`config.mk`:
```
export PLATFORM = sky130hd
export DESIGN_NAME = mux_nx1_switch_flat
export DESIGN_NICKNAME = d
export VERILOG_FILES = /design/src/rtl/mux_switch_pkg.sv /design/src/rtl/mux_nx1_switch_if.sv /design/src/rtl/mux_nx1_core.sv /design/src/rtl/mux_nx1_switch.sv /design/src/flat_wrapper.sv
export SDC_FILE = /design/constraint.sdc
export NUM_CORES = 1
export LEC_CHECK = 0
export CAP_MARGIN = 20
export CORE_MARGIN = 1.5
export CORE_UTILIZATION = 27
export CTS_CLUSTER_SIZE = 14
export DETAILED_ROUTE_END_ITERATION = 8
export PLACE_DENSITY = 0.57
export RECOVER_POWER = 25
export SETUP_SLACK_MARGIN = 0.2
export SLEW_MARGIN = 20
export SYNTH_ARGS = -nofsm -noshare
export SYNTH_HDL_FRONTEND = slang
export SYNTH_SLANG_ARGS = --single-unit
```
`constraint.sdc`:
```
create_clock -name CLK -period 2.3 [get_ports CLK]
set_input_delay 0.69 -clock CLK [delete_from_list [all_inputs] [get_ports CLK]]
set_output_delay 0.69 -clock CLK [all_outputs]
set_load 0.1 [all_outputs]
```
`src/rtl/mux_switch_pkg.sv`:
```
// -----------------------------------------------------------------------------
// mux_switch_pkg
// Shared definitions for the glitch-safe N:1 switch mux:
//   - mux_state_e : switch FSM state encoding
//   - GAP_CNT_W   : width of the blanking gap counter
//   - clog2_f     : ceil(log2) helper used to size select fields
// -----------------------------------------------------------------------------
package mux_switch_pkg;

    localparam int GAP_CNT_W = 4;

    typedef enum logic [1:0] {
        ACTIVE = 2'd0,
        BLANK  = 2'd1,
        SWITCH = 2'd2
    } mux_state_e;

    // Smallest number of bits able to index 'value' distinct items.
    function automatic int clog2_f(input int value);
        int result;
        result = 0;
        for (int v = value - 1; v > 0; v = v >> 1) begin
            result = result + 1;
        end
        return result;
    endfunction

endpackage

```
`src/rtl/mux_nx1_switch_if.sv`:
```
// -----------------------------------------------------------------------------
// mux_nx1_switch_if
// Data and select-handshake bundle of mux_nx1_switch.
//   Data_In   : CHANNELS*WIDTH packed channels, channel k at [k*WIDTH +: WIDTH]
//   Sel_Req   : single-cycle select-change request
//   Sel_In    : requested channel
//   Sel_Lock  : (only with MUX_SEL_LOCK_EN) reject every request while high
//   Sel_Busy  : switch in progress
//   Sel_Ack   : one-cycle pulse, new select in effect
//   Sel_Err   : one-cycle pulse, request rejected
//   Cur_Sel   : channel currently routed
//   Mux_Out   : registered output data
//   Out_Valid : Mux_Out carries channel data
// Modports: master (request side), slave (the mux).
// -----------------------------------------------------------------------------
interface mux_nx1_switch_if
    import mux_switch_pkg::*;
#(
    parameter int WIDTH    = 8,
    parameter int CHANNELS = 4,
    parameter int SEL_W    = clog2_f(CHANNELS)
);
    logic [CHANNELS*WIDTH-1:0] Data_In;
    logic                      Sel_Req;
    logic [SEL_W-1:0]          Sel_In;
`ifdef MUX_SEL_LOCK_EN
    logic                      Sel_Lock;
`endif
    logic                      Sel_Busy;
    logic                      Sel_Ack;
    logic                      Sel_Err;
    logic [SEL_W-1:0]          Cur_Sel;
    logic [WIDTH-1:0]          Mux_Out;
    logic                      Out_Valid;

    modport master (
        output Data_In, Sel_Req, Sel_In,
`ifdef MUX_SEL_LOCK_EN
        output Sel_Lock,
`endif
        input  Sel_Busy, Sel_Ack, Sel_Err, Cur_Sel, Mux_Out, Out_Valid
    );

    modport slave (
        input  Data_In, Sel_Req, Sel_In,
`ifdef MUX_SEL_LOCK_EN
        input  Sel_Lock,
`endif
        output Sel_Busy, Sel_Ack, Sel_Err, Cur_Sel, Mux_Out, Out_Valid
    );

endinterface

```
`src/rtl/mux_nx1_core.sv`:
```
// -----------------------------------------------------------------------------
// mux_nx1_core
// Purely combinational WIDTH x CHANNELS selector.
//   data_in  : packed channels, channel k at [k*WIDTH +: WIDTH]
//   sel      : channel index
//   data_out : selected channel (all zeros for an index >= CHANNELS)
// -----------------------------------------------------------------------------
module mux_nx1_core #(
    parameter int WIDTH    = 8,
    parameter int CHANNELS = 4,
    parameter int SEL_W    = 2
) (
    input  logic [CHANNELS*WIDTH-1:0] data_in,
    input  logic [SEL_W-1:0]          sel,
    output logic [WIDTH-1:0]          data_out
);

    // Compare-and-pick loop keeps every part-select in range for any sel value.
    always_comb begin
        data_out = '0;
        for (int k = 0; k < CHANNELS; k++) begin
            data_out = (sel == SEL_W'(k)) ? data_in[k*WIDTH +: WIDTH] : data_out;
        end
    end

endmodule

```
`src/rtl/mux_nx1_switch.sv`:
```
// -----------------------------------------------------------------------------
// mux_nx1_switch
// Parametrised N:1 registered mux with request/acknowledge select switching
// and a programmable blanking gap, so a consumer never sees a partial switch.
// Ports:
//   CLK : system clock
//   RST : synchronous active-high reset
//   bus : mux_nx1_switch_if.slave (data, select handshake, output)
// Optional build macro MUX_SEL_LOCK_EN adds Sel_Lock to the interface; while it
// is high in ACTIVE every request is rejected with Sel_Err.
// -----------------------------------------------------------------------------
module mux_nx1_switch
    import mux_switch_pkg::*;
#(
    parameter int               WIDTH    = 8,
    parameter int               CHANNELS = 4,
    parameter int               GAP      = 2,
    parameter int               RST_SEL  = 0,
    parameter logic [WIDTH-1:0] IDLE_VAL = '0
) (
    input  logic                 CLK,
    input  logic                 RST,
    mux_nx1_switch_if.slave      bus
);

    localparam int SEL_W = clog2_f(CHANNELS);
    localparam bit GAP_EN = (GAP > 0);
    localparam logic [GAP_CNT_W-1:0] GAP_M1 = GAP_EN ? GAP_CNT_W'(GAP - 1) : '0;
    localparam logic [SEL_W:0]       SEL_LIM = (SEL_W + 1)'(CHANNELS);
    localparam logic [SEL_W-1:0]     RST_SEL_V = SEL_W'(RST_SEL);

    mux_state_e             state_r;
    logic [GAP_CNT_W-1:0]   gap_cnt_r;
    logic [SEL_W-1:0]       pend_sel_r;
    logic [SEL_W-1:0]       cur_sel_r;
    logic [WIDTH-1:0]       mux_out_r;
    logic                   out_valid_r;
    logic                   busy_r;
    logic                   ack_r;
    logic                   err_r;

    logic [WIDTH-1:0]       core_out_s;
    logic                   lock_s;
    logic                   bad_sel_s;

`ifdef MUX_SEL_LOCK_EN
    assign lock_s = bus.Sel_Lock;
`else
    assign lock_s = 1'b0;
`endif

    assign bad_sel_s = ({1'b0, bus.Sel_In} >= SEL_LIM);

    mux_nx1_core #(
        .WIDTH    (WIDTH),
        .CHANNELS (CHANNELS),
        .SEL_W    (SEL_W)
    ) u_core (
        .data_in  (bus.Data_In),
        .sel      (cur_sel_r),
        .data_out (core_out_s)
    );

    // Switch FSM, gap counter and all registered outputs.
    always_ff @(posedge CLK) begin
        if (RST) begin
            state_r     <= ACTIVE;
            gap_cnt_r   <= '0;
            pend_sel_r  <= RST_SEL_V;
            cur_sel_r   <= RST_SEL_V;
            mux_out_r   <= IDLE_VAL;
            out_valid_r <= 1'b0;
            busy_r      <= 1'b0;
            ack_r       <= 1'b0;
            err_r       <= 1'b0;
        end else begin
            ack_r <= 1'b0;
            err_r <= 1'b0;
            case (state_r)
                ACTIVE: begin
                    mux_out_r   <= core_out_s;
                    out_valid_r <= 1'b1;
                    busy_r      <= 1'b0;
                    if (bus.Sel_Req) begin
                        if (lock_s || bad_sel_s) begin
                            err_r <= 1'b1;
                        end else if (bus.Sel_In == cur_sel_r) begin
                            ack_r <= 1'b1;
                        end else begin
                            // Accepted: blank the output from the very next cycle.
                            pend_sel_r  <= bus.Sel_In;
                            mux_out_r   <= IDLE_VAL;
                            out_valid_r <= 1'b0;
                            busy_r      <= 1'b1;
                            if (GAP_EN) begin
                                state_r   <= BLANK;
                                gap_cnt_r <= GAP_M1;
                            end else begin
                                state_r   <= SWITCH;
                                cur_sel_r <= bus.Sel_In;
                                ack_r     <= 1'b1;
                            end
                        end
                    end else begin
                        state_r <= ACTIVE;
                    end
                end
                BLANK: begin
                    mux_out_r   <= IDLE_VAL;
                    out_valid_r <= 1'b0;
                    busy_r      <= 1'b1;
                    if (gap_cnt_r == '0) begin
                        // Cur_Sel and Ack both become visible in the SWITCH cycle.
                        state_r   <= SWITCH;
                        cur_sel_r <= pend_sel_r;
                        ack_r     <= 1'b1;
                    end else begin
                        gap_cnt_r <= gap_cnt_r - 4'd1;
                    end
                end
                SWITCH: begin
                    // cur_sel_r already holds the new channel here.
                    state_r     <= ACTIVE;
                    mux_out_r   <= core_out_s;
                    out_valid_r <= 1'b1;
                    busy_r      <= 1'b0;
                end
                default: begin
                    state_r     <= ACTIVE;
                    gap_cnt_r   <= '0;
                    mux_out_r   <= IDLE_VAL;
                    out_valid_r <= 1'b0;
                    busy_r      <= 1'b0;
                end
            endcase
        end
    end

    assign bus.Sel_Busy  = busy_r;
    assign bus.Sel_Ack   = ack_r;
    assign bus.Sel_Err   = err_r;
    assign bus.Cur_Sel   = cur_sel_r;
    assign bus.Mux_Out   = mux_out_r;
    assign bus.Out_Valid = out_valid_r;

endmodule

```
`src/flat_wrapper.sv`:
```
// flat-port wrapper written by rule: the top's interface ports become plain ports
module mux_nx1_switch_flat import mux_switch_pkg::*;
#(
    parameter int               WIDTH    = 8,
    parameter int               CHANNELS = 4,
    parameter int               GAP      = 2,
    parameter int               RST_SEL  = 0,
    parameter logic [WIDTH-1:0] IDLE_VAL = '0
)
  (CLK, RST, bus_Data_In, bus_Sel_Req, bus_Sel_In, bus_Sel_Busy, bus_Sel_Ack, bus_Sel_Err, bus_Cur_Sel, bus_Mux_Out, bus_Out_Valid);
  mux_nx1_switch_if #(.WIDTH(WIDTH), .CHANNELS(CHANNELS)) bus_i ();
  input  logic CLK;
  input  logic RST;
  input wire logic [$bits(bus_i.Data_In)-1:0] bus_Data_In;
  input wire logic [$bits(bus_i.Sel_Req)-1:0] bus_Sel_Req;
  input wire logic [$bits(bus_i.Sel_In)-1:0] bus_Sel_In;
  output wire logic [$bits(bus_i.Sel_Busy)-1:0] bus_Sel_Busy;
  output wire logic [$bits(bus_i.Sel_Ack)-1:0] bus_Sel_Ack;
  output wire logic [$bits(bus_i.Sel_Err)-1:0] bus_Sel_Err;
  output wire logic [$bits(bus_i.Cur_Sel)-1:0] bus_Cur_Sel;
  output wire logic [$bits(bus_i.Mux_Out)-1:0] bus_Mux_Out;
  output wire logic [$bits(bus_i.Out_Valid)-1:0] bus_Out_Valid;
  assign bus_i.Data_In = bus_Data_In;
  assign bus_i.Sel_Req = bus_Sel_Req;
  assign bus_i.Sel_In = bus_Sel_In;
  assign bus_Sel_Busy = bus_i.Sel_Busy;
  assign bus_Sel_Ack = bus_i.Sel_Ack;
  assign bus_Sel_Err = bus_i.Sel_Err;
  assign bus_Cur_Sel = bus_i.Cur_Sel;
  assign bus_Mux_Out = bus_i.Mux_Out;
  assign bus_Out_Valid = bus_i.Out_Valid;
  mux_nx1_switch #(.WIDTH(WIDTH), .CHANNELS(CHANNELS), .GAP(GAP), .RST_SEL(RST_SEL), .IDLE_VAL(IDLE_VAL)) u_core (.CLK(CLK), .RST(RST), .bus(bus_i));
endmodule
```
==> impl_metrics.py <==
metrics = {
    "outcome": {
        "outcome": "finished, final reports clean",
    },
    "timing": {
        "max-slew-margin-rel": 0.539,
        "fmax_ghz": 0.505,
        "tns_ps": 0,
        "setup_viol": 0,
        "rsz0062_at_grt": "no",
        "fin_skew_ps": 2.70,
        "timing_hold_violations_final": 0,
        "final.period_utilization": 0.862,
        "fin_crit_ps": 1980,
        "drv_slew": 0,
        "worst_pin_slew_ps": 690,
        "hold_ws_ps": 504,
    },
    "place": {
        "dp_cells": 188,
        "hpwl_um": 2290,
        "placed_area_um2": 1620,
        "routabilityCongestion": 0.701,
        "io_buffers": 49,
    },
    "routing": {
        "ant_nets": 0,
        "via_per_inst": 4.67,
        "first_pass_iters": 4,
        "drt_wl_total_um": 2900,
        "routedWlPerCell_um": 15.1,
        "vias": 897,
        "drcViolationCount": 0,
        "first_iter_violations": 28,
    },
    "clock_tree": {
        "htreeDepth": 1,
        "cts_hold_buf": 0,
        "cts_buffer_depth": 2,
        "postCtsResizedCells": 0,
        "path_clk_slew_ps": 70,
        "post_cts_buffers": 0,
        "clock-sinks": 21,
        "insertion_delay_ps": 260,
        "cts_buffers": 3,
        "clockRootBuffer": "clkbuf_8",
        "cts_tree": "built",
    },
    "floorplan": {
        "die_w_um": 67.2,
        "placeableCoreArea_um2": 3970,
        "die-area_um2": 4510,
        "start_util": 0.280,
        "num_rows": 23,
        "io_pins": 51,
        "fp.dieH_um": 67.2,
    },
    "setup_path": {
        "critPathLaunch": "u_core.bus.Cur_Sel[0]$_SDFFE_PP0P_",
        "r2r_cells": 5,
        "max_stage_delay_ps": 770,
        "critical_path_required_ps": 1610,
        "rrSetupSlack_ps": 530,
        "cp-start-kind": "flip-flop",
        "cp-end-kind": "output port",
        "rr_startpoint": "u_core.bus.Cur_Sel[0]$_SDFFE_PP0P_",
        "critPathBufInv": 1,
        "cp_top_family": "flip-flops",
        "crit_end": "bus_Cur_Sel[0]",
        "cp_num_cells": 1,
        "path_class": "flip-flop to output port",
        "cp_slowest_cell": "dfxtp_1",
        "crit_fanout": 11,
        "worstPathArrival_ps": 1290,
        "path_cells": "buf_12",
        "r2r_end": "u_core.bus.Mux_Out[4]$_SDFF_PP0_",
    },
    "synthesis": {
        "yosys.area.top_type": "dfxtp_1",
        "yosysTopAreaCellShare": 0.378,
        "yosysUniqueCellTypes": 33,
        "ys.flop_type": "dfxtp_1",
        "synth_cells": 93,
        "yosysMostFrequentCell": "dfxtp_1",
        "synth_area_per_cell_um2": 11.9,
        "ys_seq_area_frac": 0.378,
        "synth_common_cells": "dfxtp_1, mux4_1, nor2_1",
        "syn-cell-area_um2": 1110,
        "synth_edf_count": 0,
        "synth.net_count": 131,
        "async_reset_ff_frac": 0,
        "synth_area_leaders": "dfxtp_1, mux4_1, mux2i_1",
        "yosys_warnings": 0,
        "ys_ff_latch": 21,
    },
    "global_route": {
        "grt_remaining_overflow": 0,
        "grt_max_degree": 14,
        "antenna_found_initial": 0,
        "grt.total_usage": 0.131,
        "grt_pass1_wl_um": 4250,
        "grt_pass1_vias": 886,
    },
    "finish": {
        "drive_gt1_frac": 0.225,
        "fin_nets": 181,
        "final_cell_count_no_fill": 192,
        "multi_input_comb_area_um2": 616,
        "seqCellArea_um2": 420,
        "stdcell_area_um2": 1650,
        "nFillCells": 398,
        "syn_to_final_growth_pct": 48.2,
        "diodes": 0,
    },
    "power": {
        "power.leakage_nw": 0.657,
        "power_density_nw_per_um2": 593,
        "ir_drop_mv": 0.332,
    },
    "job": {
        "maxCapViolCount": 0,
    },
    "worst_hold_path": {
        "worstHoldPathType": "flip-flop to flip-flop",
    },
}
## where the power goes
| part | switching (mW) | leakage, nW | total (mW) | internal [mW] |
|---|---|---|---|---|
| Combinational | 0.194 | 0.462 | 0.325 | 0.131 |
| Clock | 0.119 | 0.0228 | 0.243 | 0.124 |
| Sequential | 0.0207 | 0.172 | 0.409 | 0.389 |
## per-layer routing
layer  vias up  wire length [µm]  GRT usage
met1       426              1110      0.141
met3         4               221     0.0383
met2        31              1520      0.236
li1        436                 -          -
met5         -                 0          0
met4         0                40     0.0536
## registers in the layout, indices dropped and copies added (netlist names)
register and cells:
u_core.bus.Sel_Ack 1, u_core.bus.Mux_Out 8, u_core.bus.Cur_Sel 2, u_core.pend_sel_r 2, u_core.state_r 2, u_core.bus.Out_Valid 1, u_core.bus.Sel_Busy 1, u_core.gap_cnt_r 4
## kinds of logic after synthesis
kind of cell | count (synthesis) | synth area share
adders and majority gates | 1 | 0.0113
buffers and inverters | 11 | 0.0676
and+or+nand+nor | 31 | 0.189
AOI/OAI and AO/OA | 11 | 0.0676
xor gates and xnor gates | 2 | 0.0293
muxes | 15 | 0.253
DFF | 21 | 0.378
other | 1 | 0.00338
## worst min path at each step
| stage | startpoint | slack, ps | cells after the start | endpoint |
|---|---|---|---|---|
| 5_1_grt | u_core.pend_sel_r[1]$_SDFFE_PP0P_ | 550 | 2 | u_core.bus.Cur_Sel[1]$_SDFFE_PP0P_ |
| 6_report | u_core.pend_sel_r[1]$_SDFFE_PP0P_ | 500 | 2 | u_core.bus.Cur_Sel[1]$_SDFFE_PP0P_ |
| 3_5_place_dp | u_core.pend_sel_r[1]$_SDFFE_PP0P_ | 490 | 2 | u_core.bus.Cur_Sel[1]$_SDFFE_PP0P_ |
| 4_1_cts | u_core.pend_sel_r[1]$_SDFFE_PP0P_ | 510 | 2 | u_core.bus.Cur_Sel[1]$_SDFFE_PP0P_ |
| 3_3_place_gp | u_core.pend_sel_r[0]$_SDFFE_PP0P_ | 490 | 2 | u_core.bus.Cur_Sel[0]$_SDFFE_PP0P_ |
| 2_1_floorplan | u_core.pend_sel_r[0]$_SDFFE_PP0P_ | 460 | 2 | u_core.bus.Cur_Sel[0]$_SDFFE_PP0P_ |
## cell usage in the layout, fill, tap and decap left out, types with 2 or more instances in the layout
master | Yosys | routed
clkdlybuf4s50_1 | 0 | 36
xnor2_2 | 2 | 2
buf_4 | 1 | 7
dfxtp_1 | 21 | 21
nor3_1 | 4 | 4
nand3_1 | 2 | 2
o21ai_0 | 3 | 3
inv_1 | 4 | 4
mux4_1 | 8 | 8
clkbuf_2 | 0 | 7
clkbuf_8 | 0 | 3
buf_12 | 0 | 2
nor2b_4 | 3 | 3
nand2_1 | 2 | 2
mux2i_1 | 6 | 6
nor2_1 | 7 | 7
or3_1 | 2 | 2
a21oi_1 | 2 | 2
nor2b_2 | 5 | 5
## through the flow
stage	util	power, mW	setup WS (ps)
after global placement	0.408	0.740	135
after floorplan	-	0.639	252
after detailed placement	0.408	0.749	92.2
final	0.415	0.977	318
after global routing	0.415	1.02	266
after CTS	0.419	0.991	304
## layout make-up
type / count / area share
clock buffers: 4 / 0.0274
inverters: 4 / 0.00912
multi-input cells: 61 / 0.374
flip-flops and latches: 21 / 0.255
well taps: 50 / 0.0380
repair buffers: 52 / 0.296
Note: power is estimated with default switching activity, not from simulation.
